### src/rtl/bcd_seg_display.sv
// Binary-to-BCD converter (double-dabble, one shift per clock) feeding a
// three-digit multiplexed active-low 7-segment display with leading-zero blanking.
module bcd_seg_display #(
  parameter int SCAN_DIV = 50000,
  parameter bit BLANK_LZ = 1'b1
) (
  input  logic       CLK,
  input  logic       RST,
  input  logic [7:0] VALUE,
  output logic [6:0] SEG,
  output logic [2:0] AN,
  output logic [11:0] BCD,
  output logic       BUSY
);

  localparam int PW = (SCAN_DIV > 2) ? $clog2(SCAN_DIV) : 1;

  typedef enum logic [1:0] {IDLE, SHIFT, LOAD} state_e;

  state_e        state_q;
  logic [19:0]   sr_q;
  logic [19:0]   sr_adj;
  logic [2:0]    cnt_q;
  logic [11:0]   bcd_q;
  logic          busy_q;
  logic [PW-1:0] presc_q;
  logic [1:0]    idx_q;
  logic [6:0]    seg_q, seg_d;
  logic [2:0]    an_q, an_d;
  logic [3:0]    digit;
  logic          blank;

  function automatic logic [6:0] seg7(input logic [3:0] d);
    case (d)
      4'd0:    seg7 = 7'b1000000;
      4'd1:    seg7 = 7'b1111001;
      4'd2:    seg7 = 7'b0100100;
      4'd3:    seg7 = 7'b0110000;
      4'd4:    seg7 = 7'b0011001;
      4'd5:    seg7 = 7'b0010010;
      4'd6:    seg7 = 7'b0000010;
      4'd7:    seg7 = 7'b1111000;
      4'd8:    seg7 = 7'b0000000;
      4'd9:    seg7 = 7'b0010000;
      default: seg7 = 7'b1111111;
    endcase
  endfunction

  // Add-3 correction on each BCD nibble before the shift.
  always_comb begin
    sr_adj = sr_q;
    for (int i = 0; i < 3; i++) begin
      if (sr_q[8+4*i +: 4] >= 4'd5) sr_adj[8+4*i +: 4] = sr_q[8+4*i +: 4] + 4'd3;
    end
  end

  always_ff @(posedge CLK or negedge RST) begin
    if (!RST) begin
      state_q <= IDLE;
      sr_q    <= '0;
      cnt_q   <= '0;
      bcd_q   <= '0;
      busy_q  <= 1'b0;
    end else begin
      case (state_q)
        IDLE: begin
          sr_q    <= {12'b0, VALUE};
          cnt_q   <= '0;
          busy_q  <= 1'b1;
          state_q <= SHIFT;
        end
        SHIFT: begin
          sr_q  <= {sr_adj[18:0], 1'b0};
          cnt_q <= cnt_q + 3'd1;
          if (cnt_q == 3'd7) state_q <= LOAD;
        end
        LOAD: begin
          bcd_q   <= sr_q[19:8];
          busy_q  <= 1'b0;
          state_q <= IDLE;
        end
        default: state_q <= IDLE;
      endcase
    end
  end

  always_comb begin
    digit = bcd_q[3:0];
    an_d  = 3'b110;
    blank = 1'b0;
    case (idx_q)
      2'd1: begin
        digit = bcd_q[7:4];
        an_d  = 3'b101;
        blank = BLANK_LZ && (bcd_q[11:8] == 4'd0) && (bcd_q[7:4] == 4'd0);
      end
      2'd2: begin
        digit = bcd_q[11:8];
        an_d  = 3'b011;
        blank = BLANK_LZ && (bcd_q[11:8] == 4'd0);
      end
      default: ;
    endcase
    seg_d = seg7(digit);
    if (blank) begin
      an_d  = 3'b111;
      seg_d = 7'b1111111;
    end
  end

  always_ff @(posedge CLK or negedge RST) begin
    if (!RST) begin
      presc_q <= '0;
      idx_q   <= '0;
      seg_q   <= 7'b1111111;
      an_q    <= 3'b111;
    end else begin
      seg_q <= seg_d;
      an_q  <= an_d;
      if (presc_q == PW'(SCAN_DIV - 1)) begin
        presc_q <= '0;
        idx_q   <= (idx_q == 2'd2) ? 2'd0 : idx_q + 2'd1;
      end else begin
        presc_q <= presc_q + 1'b1;
      end
    end
  end

  assign SEG  = seg_q;
  assign AN   = an_q;
  assign BCD  = bcd_q;
  assign BUSY = busy_q;

endmodule

### config.mk
export PLATFORM = sky130hd
export DESIGN_NAME = bcd_seg_display
export DESIGN_NICKNAME = d
export VERILOG_FILES = /design/src/rtl/bcd_seg_display.sv
export SDC_FILE = /design/constraint.sdc
export NUM_CORES = 1
export LEC_CHECK = 0
export BUFFER_PORTS_ARGS = -buffer_cell sky130_fd_sc_hd__clkbuf_2
export CAP_MARGIN = 25
export CORE_ASPECT_RATIO = 0.5
export CORE_MARGIN = 2
export CORE_UTILIZATION = 58
export CTS_CLUSTER_DIAMETER = 40
export DETAILED_ROUTE_END_ITERATION = 10
export PLACE_DENSITY = 0.89
export SLEW_MARGIN = 20
export SYNTH_ARGS = -nofsm -noshare
export SYNTH_HDL_FRONTEND = slang
export SYNTH_SLANG_ARGS = --single-unit
### constraint.sdc
create_clock -name CLK -period 2.3 [get_ports CLK]
set_input_delay 0.345 -clock CLK [delete_from_list [all_inputs] [get_ports CLK]]
set_output_delay 0.345 -clock CLK [all_outputs]
set_load 0.03 [all_outputs]
==> flow_metrics.env, run 1 <==
export IMPL_p_leak_uw=0.00171
export IMPL_ys_warn_count=0
export IMPL_max_slew_margin_pct=51.7
export IMPL_layout_drive_gt1_share_pct=24.0
export IMPL_area_delta_synth_final_pct=13.7
export IMPL_chipHeight_um=56.6
export IMPL_hpwl_um=4190
export IMPL_grt_pass1_wl_um=10400
export IMPL_ys_flop_type="dfrtp_1"
export IMPL_synth_async_reset_ratio_pct=100
export IMPL_ctsResizeCount=0
export IMPL_synth_avg_cell_area_um2=10.9
export IMPL_fin_ws_ps=160
export IMPL_instances_no_fill=411
export IMPL_route_met2_wl_um=3060
export IMPL_fillers=394
export IMPL_drc_errors=0
export IMPL_grt_pass1_vias=2302
export IMPL_vias_per_cell=5.58
export IMPL_htreeDepth=3
export IMPL_setup_violations=0
export IMPL_ys_ff_latch=66
export IMPL_highest_layer="met4"
export IMPL_fin_util_pct=67.4
export IMPL_ioPinCount=33
export IMPL_die_w_um=109
export IMPL_fp_dieArea_um2=6190
export IMPL_grt_max_degree=47
export IMPL_post_cts_setup_buffers=0
export IMPL_antenna_left=0
export IMPL_min_period_ps=2140
export IMPL_coreArea_um2=5420
export IMPL_path_max_fanout=12
export IMPL_hp_class="input pin to flop"
export IMPL_synth_nets=321
export IMPL_post_route_period_util_pct=93.1
export IMPL_grt_ovfl_total=0
export IMPL_antenna_cells=0
export IMPL_cts_buffers=9
export IMPL_max_freq_mhz=467
export IMPL_wl_met3_um=209
export IMPL_syn_cell_area_um2=3210
export IMPL_fin_nets=359
export IMPL_pre_cts_slack_ps=208
export IMPL_crit_type="flop to flop"
export IMPL_wl_um=5990
export IMPL_drt_pass1_iter_count=4
export IMPL_final_setup_tns_ps=0
export IMPL_clockBufferDepth=2
export IMPL_ir_worst_vdd_v=0.000459
export IMPL_met1_length_um=2650
export IMPL_io_buffers=32
export IMPL_dp_cells=394
export IMPL_finalHoldViolCount=0
export IMPL_clock_sinks=66
export IMPL_wire_per_inst_um=14.6
export IMPL_end_kind="flop"
export IMPL_clk_latency_ps=340
export IMPL_finClkSkew_ps=7.25
export IMPL_ys_seq_area_share_pct=51.8
export IMPL_cp_required_ps=2550
export IMPL_synth_top_cell_area_share_pct=43.6
export IMPL_synth_area_leaders="dfrtp_1 44%, dfstp_2 8.2%, ha_1 6.2%"
export IMPL_vias=2293
export IMPL_groute_usage_overall_pct=22.3
export IMPL_start_util_pct=59.3
export IMPL_drt_iter0_drc=41
export IMPL_grt_antenna_before_repair=0
export IMPL_rsz0062_at_grt="false"
export IMPL_synth_edf_count=0
export IMPL_drv_cap=0
export IMPL_cts_tree="yes"
export IMPL_clockRootBuffer="clkbuf_8"
export IMPL_worstPathArrival_ps=2390
export IMPL_power_density_nw_per_um2=938
export IMPL_yosysUniqueCellTypes=43
export IMPL_path_clk_slew_ps=70
export IMPL_worstMarginPinSlew_ps=724
export IMPL_syn_inst=295
export IMPL_synth_area_leader_cell="dfrtp_1"
export IMPL_finalWeightedCongestion=0.823
export IMPL_cp_start_kind="flop"
export IMPL_rows=19
export IMPL_status="finished, final reports clean"
export IMPL_hold_worst_slack_ps=225
export IMPL_slew_violations=0
## worst max-delay path, cell delays in order (launching register included)
cell and delay [ps]:
dfrtp_1 400, inv_1 90, ha_1 490, nor2_1 90, a21oi_2 350, ha_1 320, o21ai_0 190, nand4_1 120
## kinds of logic after synthesis
family	Yosys count	synth area share, %
XOR/XNOR	13	3.55
AND/OR/NAND/NOR	91	14.7
adder cells (fa/ha/maj)	16	6.23
flip-flops	66	51.8
buffers and inverters	21	2.77
AO/OA/AOI/OAI	61	12.0
multiplexers	27	9.00
## state kept, by name, summed over array words and instances, names as in the netlist
signal / cells
BCD: 12
SEG: 7
idx_q: 2
cnt_q: 3
sr_q: 20
state_q: 2
presc_q: 16
BUSY: 1
AN: 3
## placed cells by master (no fill, tap or decap), types with 3 or more instances in the layout
master	Yosys	layout
dfrtp_1	56	56
nand2_1	35	35
clkbuf_2	0	32
o21ai_0	24	24
nor2_1	17	17
ha_1	16	16
mux2_2	14	14
mux2i_1	12	12
clkbuf_8	0	12
inv_1	11	11
dfstp_2	10	10
a21oi_1	9	9
xnor2_1	9	9
a22o_1	9	9
nand3_1	7	7
nand2b_1	7	7
a22oi_1	4	4
a21o_1	4	4
nor3_1	4	4
xor2_1	4	4
and3_1	3	3
nor2b_1	3	3
buf_4	1	3
## cell usage after synthesis (2+ instances only)
cell type and number:
nor2b_1 3, a21oi_1 9, buf_2 5, dfrtp_1 56
nand2b_1 7, ha_1 16, mux2_2 14, dfstp_2 10
o31ai_1 2, a22o_1 9, o21ai_1 2, a211oi_1 2
nor4_1 2, xor2_1 4, a22oi_1 4, mux2i_1 12
xnor2_1 9, and3_1 3, nor3_1 4, a31oi_1 2
and2_1 2, a21o_1 4, o21ai_0 24, clkbuf_1 4
inv_1 11, nand3_1 7, nand4_1 2, nor2_1 17
nand2_1 35
## final timing paths
kind	from	endpoint	slack, ps	depth (start not counted)
min in group asynchronous	RST	BUSY	530	2
max in group asynchronous	RST	SEG[3]	1090	3
worst max-delay path	idx_q[0]	SEG[3]	160	7
worst max register to register	idx_q[0]	SEG[3]	160	7
worst min-delay path	VALUE[0]	sr_q[0]	230	2
worst min register to register	BUSY	BUSY	480	1
## layer usage
metal	vias to the layer above	global-route usage, %
met4	0	7.41
met5	-	0
met2	35	38.2
met3	9	7.67
li1	1125	-
met1	1124	26.4
## final cells by class
| type | count | area, um^2 | share of cell area [%] |
|---|---|---|---|
| Multi-Input combinational cell | 208 | 1460 | 40.0 |
| Clock buffer | 14 | 173 | 4.73 |
| Clock inverter | 2 | 10.0 | 0.274 |
| Sequential cell | 66 | 1660 | 45.6 |
| Timing Repair Buffer | 37 | 213 | 5.83 |
| Inverter | 11 | 41.3 | 1.13 |
| Tap cell | 73 | 91.3 | 2.50 |
## per-stage QoR
step / total power [uW] / area, um^2
final: 3430 / 3650
after global routing: 3610 / 3650
after CTS: 3450 / 3650
after detailed placement: 2540 / 3460
after global placement: 2480 / 3460
after floorplan: 2260 / 3210
## power breakdown
| group | total [uW] | internal [uW] | switching, uW |
|---|---|---|---|
| sequential | 1530 | 1370 | 156 |
| clock | 884 | 477 | 407 |
| combinational | 1010 | 371 | 639 |
| total | 3430 | 2220 | 1200 |
## repair_timing
action	4_1_cts	5_1_grt
endpoints found under the setup margin	0	0
hold buffers	1	0
endpoints found under the hold margin	20	0
Power figures use the tool's default switching activity.
==> run 2, diff against run 1 <==
--- a/config.mk
+++ b/config.mk
@@ -9,10 +9,10 @@
 export CAP_MARGIN = 25
 export CORE_ASPECT_RATIO = 0.5
 export CORE_MARGIN = 2
-export CORE_UTILIZATION = 58
+export CORE_UTILIZATION = 53
 export CTS_CLUSTER_DIAMETER = 40
 export DETAILED_ROUTE_END_ITERATION = 10
-export PLACE_DENSITY = 0.89
+export PLACE_DENSITY = 0.8
 export SLEW_MARGIN = 20
 export SYNTH_ARGS = -nofsm -noshare
 export SYNTH_HDL_FRONTEND = slang
==> constraint.sdc (replaced) <==
create_clock -name CLK -period 1.75 [get_ports CLK]
set_input_delay 0.2625 -clock CLK [delete_from_list [all_inputs] [get_ports CLK]]
set_output_delay 0.2625 -clock CLK [all_outputs]
set_load 0.03 [all_outputs]
==> flow_metrics.env, run 2 (synthesis results as in run 1) <==
export IMPL_status="complete, but fails checks"
export IMPL_violations="setup timing"
export IMPL_hp_class="input pin to flop"
export IMPL_coreArea_um2=5660
export IMPL_final_common_cell="dfrtp_1"
export IMPL_grt_pass1_vias=2395
export IMPL_post_route_period_util_pct=104
export IMPL_final_cell_mix="56 x dfrtp_1, 35 x nand2_1, 32 x clkbuf_2"
export IMPL_max_freq_mhz=551
export IMPL_grt_max_degree=67
export IMPL_grt_pass1_wl_um=11400
export IMPL_rsz0062_at_grt="true"
export IMPL_hold_worst_slack_ps=169
export IMPL_clock_sinks=66
export IMPL_reg2reg_from="idx_q[1]"
export IMPL_power_density_nw_per_um2=1320
export IMPL_fin_nets=378
export IMPL_start_util_pct=56.8
export IMPL_path_clk_slew_ps=50
export IMPL_drt_iter0_drc=189
export IMPL_wl_um=7000
export IMPL_antenna_cells=0
export IMPL_rows=19
export IMPL_finClkSkew_ps=2.74
export IMPL_pre_cts_slack_ps=-115
export IMPL_startpoint="idx_q[1]"
export IMPL_max_slew_margin_pct=75.1
export IMPL_slew_violations=0
export IMPL_finalWeightedCongestion=0.845
export IMPL_layout_drive_gt1_share_pct=34.3
export IMPL_timing_rr_end="SEG[6]"
export IMPL_instances_no_fill=429
export IMPL_vias=2416
export IMPL_hold_start="VALUE[0]"
export IMPL_min_period_ps=1810
export IMPL_htreeDepth=3
export IMPL_clockBufferDepth=2
export IMPL_area_delta_synth_final_pct=26.8
export IMPL_wire_per_inst_um=16.3
export IMPL_end_kind="flop"
export IMPL_p_leak_uw=0.00187
export IMPL_worstMarginPinSlew_ps=370
export IMPL_drv_cap=0
export IMPL_dp_cells=401
export IMPL_final_setup_tns_ps=-109
export IMPL_clockRootBuffer="clkbuf_16"
export IMPL_cts_tree="yes"
export IMPL_fin_ws_ps=-64.9
export IMPL_path_max_fanout=7
export IMPL_worstPathArrival_ps=2050
export IMPL_largest_register_ffs=20
export IMPL_regMostFlops="sr_q"
export IMPL_rr_worst_depth=7
export IMPL_cts_buffers=9
export IMPL_die_w_um=114
export IMPL_crit_type="flop to flop"
export IMPL_clk_latency_ps=330
export IMPL_drc_errors=0
export IMPL_fin_util_pct=72.0
export IMPL_cp_start_kind="flop"
export IMPL_endpoint="SEG[6]"
export IMPL_io_buffers=32
export IMPL_chipHeight_um=59.0
export IMPL_ir_worst_vdd_v=0.000650
export IMPL_drt_pass1_iter_count=4
export IMPL_setup_violations=4
export IMPL_antenna_left=0
export IMPL_grt_ovfl_total=0
export IMPL_fp_dieArea_um2=6740
export IMPL_grt_antenna_before_repair=0
export IMPL_groute_usage_overall_pct=22.5
export IMPL_vias_per_cell=5.63
export IMPL_ioPinCount=33
export IMPL_hpwl_um=4330
export IMPL_finalHoldViolCount=0
export IMPL_ff2ff_setup_slack_ps=-60
export IMPL_cp_required_ps=1980
==> run 2: cell types whose count changed in the layout (fill, tap and decap cells not counted), sizes merged <==
cell | previous run | this run
bufinv | 0 | 1
buf | 4 | 23
clkbuf | 46 | 44
==> run 2: layer usage <==
layer  track usage, %  up-vias  routed length, um
li1                 -     1149                  -
met1             27.3     1201               2990
met2             37.4       54               3700
met3             7.98       12                238
met4             9.58        0                 70
met5                0        -                  0
==> run 2: area by class of cell <==
cell class / count / area, um^2
inverter: 11 / 41.3
clock buffer: 12 / 256
tap: 73 / 91.3
multi-input combinational: 208 / 1610
sequential: 66 / 1660
fill: 400 / 1580
clock inverter: 3 / 38.8
timing repair buffer: 56 / 372
==> run 2: worst min-delay path by stage <==
stage	end	slack [ps]	depth (start not counted)
3_3_place_gp	BUSY	300	2
3_5_place_dp	sr_q[1]	300	2
6_report	sr_q[0]	170	2
2_1_floorplan	BCD[0]	-30	0
5_1_grt	sr_q[0]	170	2
4_1_cts	sr_q[0]	160	2
==> run 2: stage by stage <==
| step | power [uW] | cell area (um^2) |
|---|---|---|
| after floorplan | 2990 | 3280 |
| after global routing | 5630 | 4070 |
| after detailed placement | 3420 | 3580 |
| after CTS | 5260 | 4010 |
| final | 5370 | 4070 |
| after global placement | 3350 | 3580 |
==> run 2: worst max-delay path: stages, from the launching register on <==
cell and delay, ps:
dfrtp_1 410, inv_2 110, ha_4 240, buf_4 170
buf_4 150, a21o_1 230, a2111oi_4 310, a31oi_1 100
==> run 2: where the power goes <==
part	switching (uW)	internal [uW]	leakage [uW]	total, uW
Clock	605	1160	0.000146	1770
Sequential	218	1810	0.000839	2030
Combinational	939	633	0.000886	1570
Total	1760	3610	0.00187	5370
==> run 2: timing repair <==
| action | CTS | global route |
|---|---|---|
| setup endpoints to repair | 6 | 6 |
| hold endpoints to repair | 56 | 0 |
| setup buffers | 8 | 4 |
| pin swaps | 10 | 13 |
| gates resized for setup | 12 | 12 |
| hold buffers | 1 | 0 |
